==> config.mk <==
export PLATFORM = sky130hd
export DESIGN_NAME = vend_controller
export DESIGN_NICKNAME = d
export VERILOG_FILES = /design/src/rtl/vend_pkg.sv /design/src/rtl/vend_controller_refund_counter.sv /design/src/rtl/vend_controller.sv
export SDC_FILE = /design/constraint.sdc
export NUM_CORES = 1
export LEC_CHECK = 0
export ABC_AREA = 1
export BUFFER_PORTS_ARGS = -buffer_cell sky130_fd_sc_hd__buf_2
export CORE_MARGIN = 8
export CORE_UTILIZATION = 56
export CTS_BUF_LIST = sky130_fd_sc_hd__clkbuf_8 sky130_fd_sc_hd__clkbuf_16
export DETAILED_ROUTE_END_ITERATION = 6
export PLACE_DENSITY = 0.9
export RECOVER_POWER = 100
export SETUP_SLACK_MARGIN = 0.2
export SLEW_MARGIN = 10
export SYNTH_ARGS = -nofsm -noshare
export SYNTH_HDL_FRONTEND = slang
export SYNTH_SLANG_ARGS = --single-unit
export TNS_END_PERCENT = 1
==> constraint.sdc <==
create_clock -name clock -period 2.45 [get_ports clock]
set_input_delay 0.6125 -clock clock [delete_from_list [all_inputs] [get_ports clock]]
set_output_delay 0.6125 -clock clock [all_outputs]
set_load 0.02 [all_outputs]
==> src/rtl/vend_pkg.sv <==
// Shared types and constants for the vending controller.
package vend_pkg;
  localparam int unsigned CREDIT_W   = 4;
  localparam int unsigned MAX_CREDIT = 15;

  typedef enum logic [1:0] {
    ACCEPT   = 2'd0,
    DISPENSE = 2'd1,
    CHANGE   = 2'd2
  } state_e;
endpackage

==> src/rtl/vend_controller_refund_counter.sv <==
// Refund down-counter: parallel load, saturating decrement, zero flag.
module refund_counter
  import vend_pkg::*;
(
  input  logic                clock,
  input  logic                reset_L,
  input  logic                load,
  input  logic [CREDIT_W-1:0] load_val,
  input  logic                dec,
  output logic [CREDIT_W-1:0] count,
  output logic                zero
);
  logic [CREDIT_W-1:0] cnt_q;

  always_ff @(posedge clock or negedge reset_L) begin
    if (!reset_L)                cnt_q <= '0;
    else if (load)               cnt_q <= load_val;
    else if (dec && cnt_q != '0) cnt_q <= cnt_q - 1'b1;
  end

  assign count = cnt_q;
  assign zero  = (cnt_q == '0);
endmodule

==> src/rtl/vend_controller.sv <==
// Coin-accepting vending FSM with registered pulse outputs.
// Define VEND_CANCEL_EN to enable cancel-driven refunds; otherwise cancel is ignored.
module vend_controller
  import vend_pkg::*;
(
  input  logic                clock,
  input  logic                reset_L,
  input  logic                coin_valid,
  input  logic [CREDIT_W-1:0] coin_value,
  input  logic                select,
  input  logic                cancel,
  input  logic [CREDIT_W-1:0] cost,
  input  logic                more,
  input  logic                exact,
  input  logic                less,
  output logic [CREDIT_W-1:0] paid,
  output logic                dispense,
  output logic                change_out,
  output logic                coin_reject,
  output logic                short_funds,
  output logic                busy
);
  state_e              state_q, state_d;
  logic [CREDIT_W-1:0] paid_q, paid_d;
  logic                disp_q, disp_d, chg_q, chg_d, rej_q, rej_d, short_q, short_d, busy_q;
  logic                rc_load, rc_dec, rc_zero;
  logic [CREDIT_W-1:0] rc_load_val, rc_count;
  logic [CREDIT_W:0]   sum;
  logic                coin_ev, cancel_ev;

  refund_counter u_refund (
    .clock    (clock),
    .reset_L  (reset_L),
    .load     (rc_load),
    .load_val (rc_load_val),
    .dec      (rc_dec),
    .count    (rc_count),
    .zero     (rc_zero)
  );

  logic [CREDIT_W-1:0] unused_count;
  assign unused_count = rc_count;

  // A zero-valued coin is not an event at all, so it neither credits nor rejects.
  assign coin_ev = coin_valid && (coin_value != '0);
  assign sum     = {1'b0, paid_q} + {1'b0, coin_value};

`ifdef VEND_CANCEL_EN
  assign cancel_ev = cancel && (paid_q != '0);
`else
  logic unused_cancel;
  assign unused_cancel = cancel;
  assign cancel_ev     = 1'b0;
`endif

  always_comb begin
    state_d     = state_q;
    paid_d      = paid_q;
    disp_d      = 1'b0;
    chg_d       = 1'b0;
    rej_d       = 1'b0;
    short_d     = 1'b0;
    rc_load     = 1'b0;
    rc_load_val = '0;
    rc_dec      = 1'b0;
    case (state_q)
      ACCEPT: begin
        if (cancel_ev) begin
          // First change pulse issues on this edge, so the counter holds the remainder.
          state_d     = CHANGE;
          paid_d      = '0;
          rc_load     = 1'b1;
          rc_load_val = paid_q - 1'b1;
          chg_d       = 1'b1;
          rej_d       = coin_ev;
        end else if (coin_ev) begin
          if (sum > (CREDIT_W+1)'(MAX_CREDIT)) rej_d  = 1'b1;
          else                                 paid_d = sum[CREDIT_W-1:0];
        end else if (select) begin
          if (less) begin
            short_d = 1'b1;
          end else if (exact || more) begin
            state_d     = DISPENSE;
            paid_d      = '0;
            rc_load     = 1'b1;
            rc_load_val = paid_q - cost;
            disp_d      = 1'b1;
          end
        end
      end
      DISPENSE: begin
        rej_d = coin_ev;
        if (!rc_zero) begin
          state_d = CHANGE;
          chg_d   = 1'b1;
          rc_dec  = 1'b1;
        end else begin
          state_d = ACCEPT;
        end
      end
      CHANGE: begin
        rej_d = coin_ev;
        if (!rc_zero) begin
          chg_d  = 1'b1;
          rc_dec = 1'b1;
        end else begin
          state_d = ACCEPT;
        end
      end
      default: state_d = ACCEPT;
    endcase
  end

  always_ff @(posedge clock or negedge reset_L) begin
    if (!reset_L) begin
      state_q <= ACCEPT;
      paid_q  <= '0;
      disp_q  <= 1'b0;
      chg_q   <= 1'b0;
      rej_q   <= 1'b0;
      short_q <= 1'b0;
      busy_q  <= 1'b0;
    end else begin
      state_q <= state_d;
      paid_q  <= paid_d;
      disp_q  <= disp_d;
      chg_q   <= chg_d;
      rej_q   <= rej_d;
      short_q <= short_d;
      busy_q  <= (state_d != ACCEPT);
    end
  end

  assign paid        = paid_q;
  assign dispense    = disp_q;
  assign change_out  = chg_q;
  assign coin_reject = rej_q;
  assign short_funds = short_q;
  assign busy        = busy_q;
endmodule

==> results by group, run 1 <==
Hold path
  • Worst hold-check path type: input pin to async pin

Placed design
  • Setup slack at placement: 0.3395 ns
  • GP Congestion: 0.8873
  • Hpwl dp: between 1.5 and 2 mm
  • Area post-placement: 1206 µm²
  • Port Buffer Count: 23

STA
  • Slew HR: 0.4820
  • Period utilization: 0.8050
  • Clk_skew: around 0.0026 ns
  • Worst-margin pin slew: a little under 0.8 ns
  • Final setup viols: 0
  • Hold Vio Cnt, Final: 0
  • RSZ-0062 raised after global routing: no
  • Crit path time final: 1.972 ns
  • Hold slack: approximately 0.42 ns
  • Fmax achieved: 507.0 MHz
  • Fin. max-slew vios: 0
  • Setup TNS: 0 ns
  • Final WS setup: 0.4777 ns

Worst setup path
  • Setup CP Type: input pin to flop
  • Crit path arrival time: 2.11 ns
  • R2r worst-path depth: 9
  • Critical Path Start Type: input pin
  • Worst path required time: 2.59 ns
  • Crit Path Max Fanout: 5
  • CP Capture Type: flop

Synth
  • Synth Area in Simple Gates: 0.2623
  • Synth async-reset ratio: 1.000
  • Adder-Cell Fraction of Synth Area: 0.1780
  • Seq/Total Area, Yosys: 0.3513
  • Post-synthesis compound-gate area fraction: 0.08080
  • Number of flops mapped to enable cells by yosys: 0
  • Synth warn: 0
  • Post-synthesis average cell area: ~8 µm²
  • Syn Inst Count: roughly 140
  • Largest family of logic cells by synthesized area: simple AND/OR/NAND/NOR gates
  • Synth Flop Type: dfrtp_1
  • Mux share of post-synthesis cell area: 0
  • XOR/XNOR share of the synthesized area: 0.03279
  • Count of cell types in the netlist: 22
  • Synthesized area: roughly 1100 µm²
  • Register bit total from synthesis: 15
  • Synthesized Nets: around 170

GRT
  • Initial antenna violation count: 0
  • GR Overflow Total: 0
  • First-pass GRT wire length: 3.988 mm
  • Largest net degree at the start of global routing: 17
  • GRT Util Overall: 0.1423
  • Vias in the first global route: roughly 1000

Floorplan
  • Die Span X: 59.68 µm
  • Top-Level Pins: 25
  • Starting Density: 0.5678
  • Die H: approximately 60 µm
  • # rows: 16
  • Total die area: 3562 µm²
  • Core ar.: 1882 µm²

Finish
  • Fraction of layout cells with a size suffix above 1: 0.1180
  • P&R area growth vs syn: 13.93%
  • Fin nets: 192
  • Post-route cell area: 1217 µm²
  • Ant diodes: 0

Status
  • Status: finished, final reports clean

Power and ir drop
  • Power per Cell Area: roughly 1200 nW/µm²
  • Largest vdd supply drop: 0.6545 mV
  • Clock power frac: 0.134
  • Psw: 0.6741 mW
  • Reg power frac: 0.320
  • Overall power: 1.432 mW
  • Net Sw Frac: 0.4709
  • Leakage: 0.6964 nW
  • P_int: 0.7576 mW
  • Gate power share: 0.547

Clocking
  • Clock Latency Late Sink: around 0.24 ns
  • Root Driver: clkbuf_8
  • Clk buf depth: 2
  • CTS Hold Bufs: 0
  • Reg clk slew, reported paths: approximately 0.06 ns
  • CTS-repair resized insts: 0
  • H-Tree Level Count: 1
  • Total CTS buffers: 3
  • CTS tree: done
  • Postcts setup bufs: 0
  • Number of clock sinks: 15

Route
  • Initial DRC count: 11
  • First-pass DRT Iterations: 4
  • Antenna-violating nets left: 0
  • DRC Markers: 0
  • Routed WL: between 2 and 2.5 mm
  • Via Count: 947
  • Via density: approximately 5
  • Routed WL per cell: ~12 µm

Run
  • Max Cap Viol: 0
## cells in the final DEF (no fill, tap or decap)
cell	Yosys	layout
a21o_1	1	1
a21o_2	1	1
a21oi_1	6	6
buf_2	0	12
clkbuf_1	0	11
clkbuf_8	0	3
dfrtp_1	15	15
fa_1	2	2
ha_1	12	12
inv_1	23	24
inv_2	1	1
nand2_1	27	28
nand2_4	1	1
nand3_1	12	14
nor2_1	14	14
nor2_2	1	1
nor3_1	3	3
o21ai_0	4	8
xnor2_1	2	2
xor2_1	2	2
## metrics by stage
| step | utilization | instances |
|---|---|---|
| floorplan | - | 135 |
| global placement | 0.6410 | 184 |
| detailed placement | 0.6410 | 184 |
| finish | 0.6469 | 188 |
| CTS | 0.6649 | 188 |
| global route | 0.6469 | 188 |
## worst paths after layout
check | from | end | slack (ns)
min | reset_L | dispense | 0.42
max reg2reg | paid[0] | paid[0] | 0.51
max in group asynchronous | reset_L | busy | 1.54
min reg2reg | u_refund.count[1] | u_refund.count[1] | 0.56
min in group clock | u_refund.count[1] | u_refund.count[1] | 0.56
max | coin_value[0] | paid[0] | 0.48
## synthesized netlist by cell type (2+ instances only)
cell / number / share of area
a21oi_1: 6 / 0.028
fa_1: 2 / 0.037
nand3_1: 12 / 0.056
nor3_1: 3 / 0.014
dfrtp_1: 15 / 0.35
xor2_1: 2 / 0.016
nor2_1: 14 / 0.049
ha_1: 12 / 0.14
o21ai_0: 4 / 0.019
inv_1: 23 / 0.081
nand2_1: 27 / 0.095
xnor2_1: 2 / 0.016
o21ai_1: 4 / 0.019
## routing by layer
metal,global-route usage,part of all wire
met2,0.2569,0.53
met5,0,0
met3,0.03011,0.041
met4,0.08163,0.025
met1,0.1468,0.41
## kinds of logic (layout without fill, tap and decap cells)
logic type,count (synthesis),in the layout
fa+ha+maj,14,14
xor+xnor,4,4
buf+inv,25,51
flops,15,15
simple gates,61,61
compound gates,16,16
## critical path, stage by stage
cell and delay, ns:
clkbuf_1 0.10, ha_1 0.18, inv_1 0.06, fa_1 0.40
nor3_1 0.21, nor2_1 0.08, nand3_1 0.17, nand2_1 0.15
nand2_1 0.11, nand2_1 0.05
## flip-flops by register name, indices dropped and copies added, names as in the netlist
register        flops
paid                4
state_q             2
u_refund.count      4
change_out          1
short_funds         1
coin_reject         1
dispense            1
busy                1
## layout make-up
cell class              instances  area, µm²
well taps                      27      33.78
clock inverters                 1      3.754
flip-flops and latches         15      375.4
fillers                       170      664.4
inverters                      24      90.09
repair buffers                 23      101.3
multi-input cells              95      571.8
clock buffers                   3      41.29
## power groups by stage
stage / sequential [mW] / combinational, mW / clock [mW]
after detailed placement: 0.456 / 0.829 / 0
after global routing: 0.465 / 0.913 / 0.209
after global placement: 0.447 / 0.783 / 0
after floorplan: 0.503 / 0.564 / 0
final: 0.458 / 0.783 / 0.191
after CTS: 0.451 / 0.838 / 0.193
No activity file was read; power rests on OpenSTA's default activity.
==> run 2: changes to the inputs <==
Settings changed: ABC_AREA 1 to 0, CORE_UTILIZATION 56 to 52, PLACE_DENSITY 0.9 to 0.85.
Clock period 2.45 ns to 1.85 ns, I/O delays scaled along.
==> run 2 against run 1 <==
Compared with the run above:
- sequential cell count did not move
- worst setup slack worse by 0.33 ns
- sequential share of layout area shrank 1.6 points
- cell area increased by 6.1%
- synthesized cell count decreased by 19%
- critical endpoint is now paid[1]
- largest power group unchanged
- highest routed layer is now met3
==> results by group, run 2 <==
Synth
  • Biggest area consumer among synthesized cells: dfrtp_1
  • Post-synthesis average cell area: 9.711 µm²
  • XOR/XNOR share of the synthesized area: 0.04137
  • Largest family of logic cells by synthesized area: simple AND/OR/NAND/NOR gates
  • Most frequent cells after synthesis: dfrtp_1 (15), inv_1 (14), ha_1 (12)
  • Synthesized area: around 1100 µm²
  • Seq/Total Area, Yosys: 0.3546
  • Adder-Cell Fraction of Synth Area: 0.1797
  • Post-synthesis compound-gate area fraction: 0.1584
  • Register bit total from synthesis: 15
  • Synth top area cells: dfrtp_1 (35%), ha_1 (14%), inv_1 (5.0%)
  • Most numerous cell in the Yosys netlist: dfrtp_1
  • Synthesized Nets: 139
  • Count of cell types in the netlist: 34
  • Synth Area in Simple Gates: 0.1832
  • Mux share of post-synthesis cell area: 0.02955
  • Synth async-reset ratio: 1.000
  • Synth Flop Type: dfrtp_1
  • Area share of the largest cell type after synthesis: 0.3546
  • Syn Inst Count: 109
  • Synth warn: 0
  • Number of flops mapped to enable cells by yosys: 0

Finish
  • Fill cell count: roughly 170
  • Commonest cells after routing, fill and taps aside: inv_1 (14), buf_2 (14), dfrtp_1 (13)
  • Multi-input gate area: 649.4 µm²
  • Register area: 377.9 µm²
  • P&R area growth vs syn: 21.99%
  • Fin nets: 170
  • Post-route cell area: 1291 µm²
  • Fraction of layout cells with a size suffix above 1: 0.2446
  • Ant diodes: 0

Clocking
  • CTS tree: done
  • Clock Latency Late Sink: 0.24 ns
  • Reg clk slew, reported paths: about 0.06 ns
  • H-Tree Level Count: 1
  • Clk buf depth: 2
  • Root Driver: clkbuf_8
  • Number of clock sinks: 15
  • Total CTS buffers: 3
  • Postcts setup bufs: 0
  • CTS-repair resized insts: 1
  • CTS Hold Bufs: 0

Power and ir drop
  • Power per Cell Area: between 1500 and 2000 nW/µm²
  • Reg power frac: 0.317
  • Leakage: 0.6541 nW
  • P_int: 1.097 mW
  • Net Sw Frac: 0.4361
  • Clock power frac: 0.133
  • Largest vdd supply drop: ~0.66 mV
  • Psw: 0.8480 mW
  • Gate power share: 0.551

GRT
  • Initial antenna violation count: 0
  • GRT Util Overall: 0.1354
  • Largest net degree at the start of global routing: 16
  • GR Overflow Total: 0
  • First-pass GRT wire length: 3.836 mm
  • Vias in the first global route: 921

Worst setup path
  • Worst r2r src: paid[0]
  • Crit path capture: paid[1]
  • CP Capture Type: flop
  • Critical Path Start Type: flop
  • R2r worst-path depth: 7
  • R2R Setup Slk: 0.15 ns
  • Worst path required time: 1.95 ns
  • Crit path arrival time: 1.80 ns
  • Setup CP Type: flop to flop
  • CP cell instances: ha_4, inv_1, fa_1, nand2b_4, a21o_1, nand2_1, o311ai_0
  • Largest stage delay on the critical path: between 0.4 and 0.5 ns
  • Crit path launch: paid[0]
  • Critical R2R Capture: paid[1]
  • Crit Path Max Fanout: 5
  • CP max stage cell: dfrtp_2

Route
  • Via density: between 5 and 6
  • Initial DRC count: 12
  • Antenna-violating nets left: 0
  • Via Count: 888
  • Routed WL: around 2.4 mm
  • Routed WL per cell: 14.27 µm
  • DRC Markers: 0
  • First-pass DRT Iterations: 4

STA
  • Crit path time final: 1.700 ns
  • Fmax achieved: 588.3 MHz
  • Worst-margin pin slew: 0.8036 ns
  • Final setup viols: 0
  • Clk_skew: 0.002262 ns
  • Hold slack: between 0.2 and 0.3 ns
  • Slew HR: 0.4643
  • Hold Vio Cnt, Final: 0
  • Fin. max-slew vios: 0
  • Period utilization: 0.9189
  • RSZ-0062 raised after global routing: yes

Floorplan
  • Die H: 61.12 µm
  • Total die area: 3735 µm²
  • Die Span X: ~60 µm
  • Starting Density: 0.5451
  • # rows: 16
  • Core ar.: between 1500 and 2000 µm²
  • Top-Level Pins: 25

Placed design
  • Hpwl dp: 1.946 mm
  • GP Congestion: 0.7719
  • Area post-placement: 1264 µm²
  • Port Buffer Count: 23

Hold path
  • Worst hold-check path type: input pin to async pin

Run
  • Max Cap Viol: 0

Status
  • Status: finished, final reports clean
==> run 2: cell types whose count changed after synthesis, sizes merged, moves of 3 or more <==
| cell | change |
|---|---|
| nand2 | -19 |
| o21ai | -4 |
| nand2b | +3 |
| nor2 | -8 |
| inv | -10 |
| nand3 | -13 |
| a31oi | +5 |
==> run 2: routing by layer <==
layer | share of wire | up-vias | track usage
li1 | - | 441 | -
met1 | 0.41 | 434 | 0.1524
met2 | 0.56 | 13 | 0.2448
met3 | 0.033 | 0 | 0.01670
met4 | 0 | 0 | 0.06312
met5 | 0 | - | 0
==> run 2: area by class of cell <==
class,count,area share
timing repair buffer,27,0.1017
tap,27,0.02616
sequential,15,0.2926
clock inverter,1,0.003876
inverter,14,0.04070
multi-input combinational,79,0.5029
clock buffer,3,0.03198
==> run 2: worst min-delay path by stage <==
stage,startpoint,to,slack (ns)
after floorplan,reset_L,busy,0.17
after global placement,reset_L,u_refund.count[1],0.38
after detailed placement,reset_L,u_refund.count[1],0.39
after CTS,reset_L,u_refund.count[1],0.12
after global routing,reset_L,u_refund.count[1],0.36
final,reset_L,u_refund.count[1],0.28
==> run 2: power groups by stage <==
stage	registers [mW]	clock network, mW	logic, mW
global route	0.634	0.281	1.20
detailed placement	0.614	0	1.11
global placement	0.592	0	1.05
finish	0.616	0.258	1.07
floorplan	0.664	0	0.710
CTS	0.615	0.268	1.12
==> run 2: cell families (layout without fill, tap and decap cells) <==
family,count (synthesis),count (layout)
multiplexers,3,3
flip-flops,15,15
buffers and inverters,15,45
XOR/XNOR,5,5
adder cells (fa/ha/maj),14,14
AO/OA/AOI/OAI,23,23
AND/OR/NAND/NOR,34,34
==> run 2: worst max-delay path: cells and delay by family (launching register included) <==
kind	cells	cell delay, ns
simple gates	2	0.27
compound gates	2	0.30
fa+ha+maj	2	0.52
buf+inv	1	0.04
flops	1	0.42
==> run 2: through the flow <==
stage	setup TNS, ns	power, mW	worst slack [ns]	cells	util
global placement	0	1.645	0.04339	162	0.6508
finish	0	1.945	0.1501	166	0.6649
floorplan	0	1.374	0.2190	109	-
detailed placement	-0.01001	1.721	-0.01001	162	0.6508
global route	0	2.116	0.06345	166	0.6649
CTS	0	2.001	0.1648	166	0.6778
==> run 3: changes to the inputs <==
Settings changed: CORE_ASPECT_RATIO set to 1.1.
==> run 3 against run 2 <==
Compared with the run above:
- cell area rose by 0.48%
- non-clock buffer count increased by 1
- clock power shrank 2%
- worst setup slack got worse by 0.0043 ns
- sequential share of layout area is 0.14 points lower
- first-iteration DRC count rose by 17%
- combinational power grew 7%
- largest power group unchanged
- die area barely moved
- via count increased by 3.2%
- hold slack worse by 0.013 ns
- clock-buffer cell count stayed put
==> results by group, run 3 (synthesis gave the netlist of run 2 again) <==
Clocking
  • Total CTS buffers: 3
  • Clk buf depth: 2
  • Reg clk slew, reported paths: ~0.060 ns
  • Clock Latency Late Sink: 0.24 ns
  • Number of clock sinks: 15
  • H-Tree Level Count: 1
  • Root Driver: clkbuf_8
  • CTS tree: done
  • CTS Hold Bufs: 0

GRT
  • GRT Util Overall: 0.1384
  • GR Overflow Total: 0
  • First-pass GRT wire length: 4.105 mm
  • Initial antenna violation count: 0
  • Vias in the first global route: 923
  • Largest net degree at the start of global routing: 16

Worst setup path
  • Critical Path Start Type: flop
  • Crit Path Max Fanout: 5
  • Setup CP Type: flop to flop
  • CP Capture Type: flop
  • Crit path arrival time: 1.82 ns
  • Worst path required time: 1.97 ns

Placed design
  • GP Congestion: 0.8201
  • Hpwl dp: 1.877 mm
  • Setup slack at placement: -0.02003 ns
  • Port Buffer Count: 23
  • Inst Count DP: 163
  • Area post-placement: 1265 µm²

STA
  • Final WS setup: approximately 0.15 ns
  • Crit path time final: 1.704 ns
  • Slew HR: 0.4896
  • RSZ-0062 raised after global routing: yes
  • Clk_skew: 0.001990 ns
  • Hold Vio Cnt, Final: 0
  • Worst-margin pin slew: 0.7655 ns
  • Period utilization: 0.9212
  • Fmax achieved: 586.8 MHz
  • Hold slack: roughly 0.26 ns
  • Fin. max-slew vios: 0
  • Final setup viols: 0

Finish
  • Fin nets: 171
  • Final Core Density: 0.6630
  • P&R area growth vs syn: 22.58%
  • Ant diodes: 0
  • Register area: 377.9 µm²
  • Fill cell count: 166
  • Post-route cell area: 1297 µm²
  • Fin cells: 168
  • Commonest cells after routing, fill and taps aside: inv_1 (15), buf_2 (14), dfrtp_1 (13)
  • Multi-input gate area: 645.6 µm²
  • Commonest non-fill, non-tap cell in the layout: inv_1
  • Fraction of layout cells with a size suffix above 1: 0.2429

Floorplan
  • # rows: 17
  • Die H: 63.32 µm
  • Die Span X: about 59 µm
  • Top-Level Pins: 25
  • Core ar.: between 1500 and 2000 µm²
  • Total die area: 3737 µm²
  • Starting Density: 0.5409

Hold path
  • Worst hold-check path type: input pin to async pin

Route
  • First-pass DRT Iterations: 4
  • Via density: 5.452
  • Antenna-violating nets left: 0
  • Via Count: between 900 and 1000
  • Routed WL: 2.332 mm
  • Initial DRC count: 14
  • Routed WL per cell: approximately 14 µm
  • DRC Markers: 0

Power and ir drop
  • Gate power share: 0.573
  • Power per Cell Area: 1530 nW/µm²
  • Leakage: 0.6566 nW
  • Net Sw Frac: 0.4357
  • Clock power frac: 0.128
  • Psw: 0.8648 mW
  • P_int: ~1.1 mW
  • Largest vdd supply drop: just over 0.8 mV
  • Reg power frac: 0.299

Run
  • Max Cap Viol: 0

Status
  • Status: finished, final reports clean
run 3: changes by cell type in the layout (fill, tap and decap cells not counted), sizes merged:
cell / before / now
buf: 17 / 19
clkinv: 1 / 0
clkbuf: 13 / 12
inv: 14 / 15
run 3: power by group through the flow:
stage          Combinational, mW  Clock, mW  Sequential [mW]
6_report                    1.14      0.253            0.594
5_1_grt                     1.29      0.277            0.616
4_1_cts                     1.12      0.259            0.602
3_5_place_dp                1.11          0            0.606
3_3_place_gp                1.05          0            0.594
2_1_floorplan              0.710          0            0.664
run 3: layout make-up:
class,count,area share
inverters,14,0.04050
multi-input cells,79,0.4976
well taps,28,0.02700
clock buffers,3,0.03182
clock inverters,1,0.002893
flip-flops and latches,15,0.2912
repair buffers,28,0.1090
run 3: timing repair:
item                       4_1_cts  5_1_grt
setup endpoints to repair        3        8
buffers inserted                 0        1
pin swaps                        0        1
gates resized for setup          1        5
run 3: path summary, 6_finish.rpt:
path                          endpoint    start  slack (ns)  depth (start not counted)
max                            paid[0]  paid[0]        0.15                          7
min                         change_out  reset_L        0.26                          1
max reg2reg                    paid[0]  paid[0]        0.15                          7
min reg2reg                    paid[0]  paid[0]        0.56                          2
max in group asynchronous      paid[1]  reset_L        1.06                          1
min in group clock         short_funds   select        0.51                          2
run 3: metrics by stage:
stage | TNS [ns] | total power [mW]
floorplan | 0 | 1.374
global placement | 0 | 1.644
detailed placement | -0.03699 | 1.715
CTS | 0 | 1.985
global route | 0 | 2.179
finish | 0 | 1.985
run 3: critical path, stage by stage (launching register included):
cell and delay (ns):
dfrtp_2 0.40, ha_1 0.18, inv_1 0.06, fa_2 0.33, nand2b_4 0.17, a21o_1 0.19
nand2_1 0.14, o311ai_1 0.10
run 3: per-layer routing:
| metal | up-vias | wire (µm) | GRT usage |
|---|---|---|---|
| met5 | - | 0 | 0 |
| met4 | 0 | 44 | 0.07186 |
| met3 | 4 | 94 | 0.03245 |
| met2 | 25 | 1264 | 0.2363 |
| met1 | 444 | 930 | 0.1522 |
| li1 | 443 | - | - |
